[config.mk]
export PLATFORM = sky130hd
export DESIGN_NAME = sparse_compress
export DESIGN_NICKNAME = d
export VERILOG_FILES = /design/src/rtl/sparse_compress.sv
export SDC_FILE = /design/constraint.sdc
export NUM_CORES = 1
export LEC_CHECK = 0
export CORE_MARGIN = 2
export CORE_UTILIZATION = 55
export CTS_CLUSTER_SIZE = 14
export DETAILED_ROUTE_END_ITERATION = 12
export GPL_TIMING_DRIVEN = 0
export PLACE_DENSITY = 0.82
export SYNTH_ARGS = -nofsm -noshare
export SYNTH_HDL_FRONTEND = slang
export SYNTH_SLANG_ARGS = --single-unit
[constraint.sdc]
create_clock -name clk -period 4.8 [get_ports clk]
set_input_delay 0.72 -clock clk [delete_from_list [all_inputs] [get_ports clk]]
set_output_delay 0.72 -clock clk [all_outputs]
set_load 0.005 [all_outputs]
[src/rtl/sparse_compress.sv]
// Streaming bit-position encoder: turns dense bytes into one (bitIndx, byteIndx) code per set bit,
// lowest bit first, with zero bytes consuming an index but emitting nothing.
module sparse_compress #(
  parameter int IDX_W = 32
) (
  input  logic             clk,
  input  logic             rst_n,
  input  logic             work,
  input  logic [7:0]       in_byte,
  input  logic             in_valid,
  output logic             in_ready,
  output logic [2:0]       bitIndx,
  output logic [IDX_W-1:0] byteIndx,
  output logic             code_last,
  output logic             code_valid,
  input  logic             code_ready,
  output logic             done
);

  typedef enum logic [1:0] {S_IDLE, S_ACCEPT, S_EMIT, S_DONE} state_t;

  state_t           r_state;
  logic [7:0]       r_hold;
  logic [IDX_W-1:0] r_cnt;
  logic [IDX_W-1:0] r_byte_idx;

  logic w_last;
  logic w_in_xfer;
  logic w_code_xfer;
  logic w_in_nonzero;

  function automatic logic [2:0] lowest_set(input logic [7:0] v);
    lowest_set = 3'd0;
    for (int i = 7; i >= 0; i--) begin
      if (v[i]) lowest_set = 3'(i);
    end
  endfunction

  function automatic logic [7:0] clear_lowest(input logic [7:0] v);
    clear_lowest = v & (v - 8'd1);
  endfunction

  assign w_last       = (r_hold != 8'd0) && (clear_lowest(r_hold) == 8'd0);
  assign code_valid   = (r_state == S_EMIT);
  assign done         = (r_state == S_DONE);
  assign code_last    = code_valid && w_last;
  assign bitIndx      = lowest_set(r_hold);
  assign byteIndx     = r_byte_idx;
  assign w_code_xfer  = code_valid && code_ready;
  assign w_in_nonzero = (in_byte != 8'd0);

  // The final code of a byte opens the input in the same cycle, giving zero-bubble streaming.
  assign in_ready  = work && ((r_state == S_ACCEPT) ||
                              ((r_state == S_EMIT) && w_last && code_ready));
  assign w_in_xfer = in_valid && in_ready;

  always_ff @(posedge clk or negedge rst_n) begin
    if (!rst_n) begin
      r_state    <= S_IDLE;
      r_hold     <= 8'd0;
      r_cnt      <= '0;
      r_byte_idx <= '0;
    end else begin
      case (r_state)
        S_IDLE, S_DONE: begin
          if (work) begin
            r_cnt   <= '0;
            r_state <= S_ACCEPT;
          end
        end
        S_ACCEPT: begin
          if (w_in_xfer) begin
            r_cnt <= r_cnt + IDX_W'(1);
            if (w_in_nonzero) begin
              r_hold     <= in_byte;
              r_byte_idx <= r_cnt;
              r_state    <= S_EMIT;
            end
          end else if (!work) begin
            r_state <= S_DONE;
          end
        end
        S_EMIT: begin
          if (w_code_xfer) begin
            if (!w_last) begin
              r_hold <= clear_lowest(r_hold);
            end else if (w_in_xfer) begin
              r_cnt <= r_cnt + IDX_W'(1);
              if (w_in_nonzero) begin
                r_hold     <= in_byte;
                r_byte_idx <= r_cnt;
              end else begin
                r_hold  <= 8'd0;
                r_state <= S_ACCEPT;
              end
            end else begin
              r_hold  <= 8'd0;
              r_state <= work ? S_ACCEPT : S_DONE;
            end
          end
        end
        default: r_state <= S_IDLE;
      endcase
    end
  end

endmodule

**After elaboration in Yosys (flattened, before gate mapping)**

Cells that the tools add are included.

- Bits in writable memories: 0
- Output and inout bits: 39
- ROM bits: 0
- Register bits after elaboration: 74
- Logic and storage cells: 70
- Bits in latches: 0
- Memories: 0

- Reductions and logical operators: 17
- Bitwise operators: 1
- Mux-type cells: 35
- $add $sub $neg: 2
- Shifts and indexed selects: 0
- Equal/unequal tests: 11
- $mul: 0
- Div/mod/pow operators: 0
- $lt $le $gt $ge: 0

Operators with widths:

| kind | count |
|---|---|
| $mux W32 | 8 |
| $pmux W32 S3 | 1 |
| $pmux W32 S2 | 1 |
| $mux W8 | 6 |
| $add A32 B1 Y32 const B | 1 |
| $mux W3 | 8 |
| $mux W2 | 9 |
| $pmux W8 S2 | 1 |
| $reduce_bool A8 Y1 | 2 |
| $ne A3 B3 Y1 const B | 3 |
| $and A8 B8 Y8 | 1 |
| $logic_not A8 Y1 | 1 |
| $sub A8 B1 Y8 const B | 1 |
| $logic_and A1 B1 Y1 | 6 |
| $ne A2 B2 Y1 const B | 3 |
| $pmux W2 S3 | 1 |
| $reduce_and A3 Y1 | 2 |
| $reduce_and A6 Y1 | 1 |
| $eq A2 B2 Y1 const B | 2 |
| $ne A2 B1 Y1 const B | 2 |
| $reduce_and A4 Y1 | 1 |
| $eq A2 B1 Y1 const B | 1 |
| $logic_not A2 Y1 | 1 |
| $reduce_bool A2 Y1 | 1 |
| other kinds (2) | 2 |

**Longest topological paths before layout**

- Depth after elaboration: 13
- Mapped depth: 11

**Least setup slack after synthesis**

No wires, ideal clock.

- Path kind: in2reg
- From: in code_ready
- To: reg r_byte_idx[10], in the netlist byteIndx[10]
- Arrival: 2.310 ns
- Slack: 2.365 ns
- Stages: 7
- Path buffers: 1
- Cell sequence: nor4b_1 a211oi_1 a211o_1 o21ai_1 o2111ai_1 buf_2 mux2_2

- Word-level cells in the longest chain between the ends: 8
- Elaborated cells between the ends (all ways): 11
- Those cells by class: eq/ne: 1; mux: 4; reduce/logical: 6

RTL lines:

| item | line | text |
|---|---|---|
| start, declared | 16 | `input logic code_ready,` |
| $logic_and A1 B1 Y1 | 54 | `((r_state == S_EMIT) && w_last && code_ready));` |
| $logic_or A1 B1 Y1 | 53 | `assign in_ready = work && ((r_state == S_ACCEPT) \|\|` |
| $logic_and A1 B1 Y1 | 53 |  |
| $logic_and A1 B1 Y1 | 55 | `assign w_in_xfer = in_valid && in_ready;` |
| $mux W32 (3 in series) | -- |  |
| $pmux W32 S2 | -- |  |
| end signal, assigned | 76 | `r_byte_idx <= r_cnt;` |
| end signal, assigned | 91 | `r_byte_idx <= r_cnt;` |
| end, declared | 25 | `logic [IDX_W-1:0] r_byte_idx;` |

Several ways; a longest one is shown, not always the timed one. The select of a mux whose other input is x is not followed.
A chain may end at the register's enable or synchronous reset.

**Worst setup path in the final report**

- From: in code_ready
- To: out in_ready

- Word-level cells in the longest chain between the ends: 3

RTL lines:

| item | line | text |
|---|---|---|
| $logic_and A1 B1 Y1 | 54 |  |
| $logic_or A1 B1 Y1 | 53 |  |
| $logic_and A1 B1 Y1 | 53 |  |
| end, declared | 11 | `output logic in_ready,` |

No other way between the ends.

==> flow_metrics.env <==
export IMPL_status="finished, final reports clean"
export IMPL_slew_headroom_pct=38.64
export IMPL_start_kind="input pin"
export IMPL_power_density_mw_per_mm2=433.1
export IMPL_fin_nets=459
export IMPL_placement_io_buffers=51
export IMPL_cts_tree="done"
export IMPL_track_usage_pct=24.90
export IMPL_core_area_mm2=0.006794
export IMPL_cts_sinks=74
export IMPL_syn_area_per_cell_um2=10.12
export IMPL_multi_input_area_mm2=0.001826
export IMPL_finish_instance_area_mm2=0.004667
export IMPL_finalHoldViolCount=0
export IMPL_netlist_instances=380
export IMPL_drv_slew=0
export IMPL_fin_tns_setup_ps=0
export IMPL_area_delta_synth_final_pct=21.30
export IMPL_path_cells="clkdlybuf4s50_1, nor4b_1, a211oi_1, a211o_1, o21ai_1, and2_1, clkdlybuf4s50_1"
export IMPL_clock_latency_ps=350
export IMPL_synth_seq_cells=74
export IMPL_worstPathArrival_ps=2810
export IMPL_drt_pre_antenna_iters=5
export IMPL_fmax_mhz=282.9
export IMPL_setup_viol=0
export IMPL_drc=0
export IMPL_clkTransAtPathRegs_ps=70
export IMPL_crit_slowest_cell="clkdlybuf4s50_1"
export IMPL_overflow=0
export IMPL_antenna_found_initial=0
export IMPL_max_stage_delay_ps=550
export IMPL_yosysWarnings=0
export IMPL_grt_pass1_vias=3214
export IMPL_met1Wirelength_mm=3.813
export IMPL_final_common_cell="dfrtp_1"
export IMPL_ctsResizeCount=0
export IMPL_cp_max_fo=5
export IMPL_critPathCaptureType="output pin"
export IMPL_rsz0062_at_grt="no"
export IMPL_ys_types=56
export IMPL_syn_area_mm2=0.003847
export IMPL_drt_iter0_drc=264
export IMPL_crit_path_frequent_cell="clkdlybuf4s50_1"
export IMPL_drive_above_1_share_pct=15.25
export IMPL_seq_area_mm2=0.001852
export IMPL_cts_buffers_inserted=9
export IMPL_start_util_pct=56.63
export IMPL_wl_met3_um=602
export IMPL_async_flop_share_pct=100.0
export IMPL_wl_per_cell_um=16.33
export IMPL_layout_common_cells="74 x dfrtp_1, 50 x clkdlybuf4s50_1, 31 x mux2_2"
export IMPL_startpoint="code_ready"
export IMPL_worst_hold_path_type="in -> async"
export IMPL_wl_mm=8.849
export IMPL_dieArea_mm2=0.007681
export IMPL_gp_congestion=0.9101
export IMPL_tightest_slew_ps=920.5
export IMPL_dr_wl_met2_mm=4.235
export IMPL_crit_type="in -> out"
export IMPL_place_area_mm2=0.004476
export IMPL_min_period_over_period_pct=73.63
export IMPL_cts_buffer_depth=2
export IMPL_p_leak_uw=0.002037
export IMPL_fillers=541
export IMPL_syn_num_nets=397
export IMPL_routed_top_layer="met4"
export IMPL_post_cts_setup_buffer_count=0
export IMPL_maxCapViolations=0
export IMPL_die_x_um=87.64
export IMPL_vias=3240
export IMPL_clock_root_buffer="clkbuf_8"
export IMPL_grt_pass1_wl_mm=14.86
export IMPL_num_rows=30
export IMPL_ant_nets=0
export IMPL_dp_hpwl_mm=6.122
export IMPL_postCtsHoldBufs=0
export IMPL_num_antenna_cells=0
export IMPL_vias_per_cell=5.978
export IMPL_irDropWorstVdd_mv=0.1951
export IMPL_synth_top_cell_area_share_pct=48.13
export IMPL_grt_max_degree=75
export IMPL_fin_crit_ps=3534
export IMPL_synth_largest_area_cell="dfrtp_1"
export IMPL_worstReg2RegStart="r_hold[0]"
export IMPL_finalClockSkew_ps=6.939
export IMPL_yosys_top_cells_area="dfrtp_1 48%, mux2_2 9.1%, o21ai_0 3.5%, a21oi_1 3.4%, nand2_1 2.4%"
export IMPL_ioPinCount=52
export IMPL_synth_seq_area_share_pct=48.13
export IMPL_synth_edff_count=0
export IMPL_synth_main_ff_cell="dfrtp_1"
export IMPL_die_y_um=87.64
export IMPL_htreeDepth=3
export IMPL_worst_ep_required_time_ps=4080
[registers in the layout, indices dropped and copies added, names as in the netlist]
register / count
byteIndx: 32
r_cnt: 32
r_hold: 8
r_state: 2
[logic make-up after synthesis]
| group | synth area share [%] |
|---|---|
| XOR/XNOR | 1.138 |
| AND/OR/NAND/NOR | 18.11 |
| multiplexers | 10.44 |
| adder cells (fa/ha/maj) | 1.301 |
| AO/OA/AOI/OAI | 16.46 |
| flip-flops | 48.13 |
| buffers and inverters | 4.423 |
[synthesized netlist by cell type (2+ instances only)]
cell and number:
o211a_1 3, mux2_2 31, or3_1 10, o2111ai_1 3, nor4_1 4, o211ai_1 7, nor2_1 18, and3_1 3
mux2i_1 3, buf_2 10, a21oi_1 26, dfrtp_1 74, nor4b_1 3, nand3_1 9, or4_1 7, nor2b_1 2
nor3_1 10, o21ai_0 27, xor2_1 4, nand2b_1 8, a211oi_1 4, ha_1 4, o21a_1 6, o21ai_2 2
and2_1 5, a31oi_1 3, mux2_1 2, nand2_1 25, o31ai_1 3, nand4_1 12, clkbuf_1 8, o21ai_1 3
inv_1 17, buf_1 2
[worst paths after layout]
check	depth (start not counted)	slack (ps)	end
hold reg to reg	1	510	byteIndx[11]
min in group clk	1	510	byteIndx[11]
setup / recovery	7	1270	in_ready
setup reg to reg	8	1890	r_cnt[2]
max in group asynchronous	1	3710	r_cnt[22]
hold / removal	1	510	r_hold[3]
[worst max-delay path, delay by kind of cell]
kind                   cells  cell delay (ps)
and+or+nand+nor            2              390
buffers and inverters      2             1040
AOI/OAI and AO/OA          3              660
[report_power, final]
group | switching [µW] | internal [µW]
Clock | 231 | 251
Sequential | 44.1 | 684
Combinational | 501 | 310
Total | 776 | 1240
[layout make-up]
| cell class | count | area share, % |
|---|---|---|
| inverter | 17 | 1.367 |
| timing repair buffer | 51 | 10.88 |
| multi-input combinational | 267 | 39.12 |
| sequential | 74 | 39.68 |
| clock inverter | 5 | 1.153 |
| buffer | 22 | 2.279 |
| clock buffer | 10 | 2.949 |
| tap | 96 | 2.574 |
[routing by layer]
| metal | vias to the layer above | track usage [%] |
|---|---|---|
| met5 | - | 0 |
| met4 | 0 | 10.77 |
| met3 | 20 | 6.786 |
| met2 | 137 | 38.50 |
| met1 | 1570 | 33.15 |
| li1 | 1513 | - |
[per-stage QoR]
step                std cells  hold slack [ps]  worst slack, ps  total power, µW  utilization (%)
detailed placement        527            486.0             1279             1536            65.87
global placement          527            479.3            524.3             1512            65.91
global route              542            514.4             1118             2143            68.69
finish                    542            506.0             1266             2021            68.69
floorplan                 380            424.4             2365             1285                -
CTS                       542            510.2             1271             2020            68.69
No activity file was read; power rests on OpenSTA's default activity.
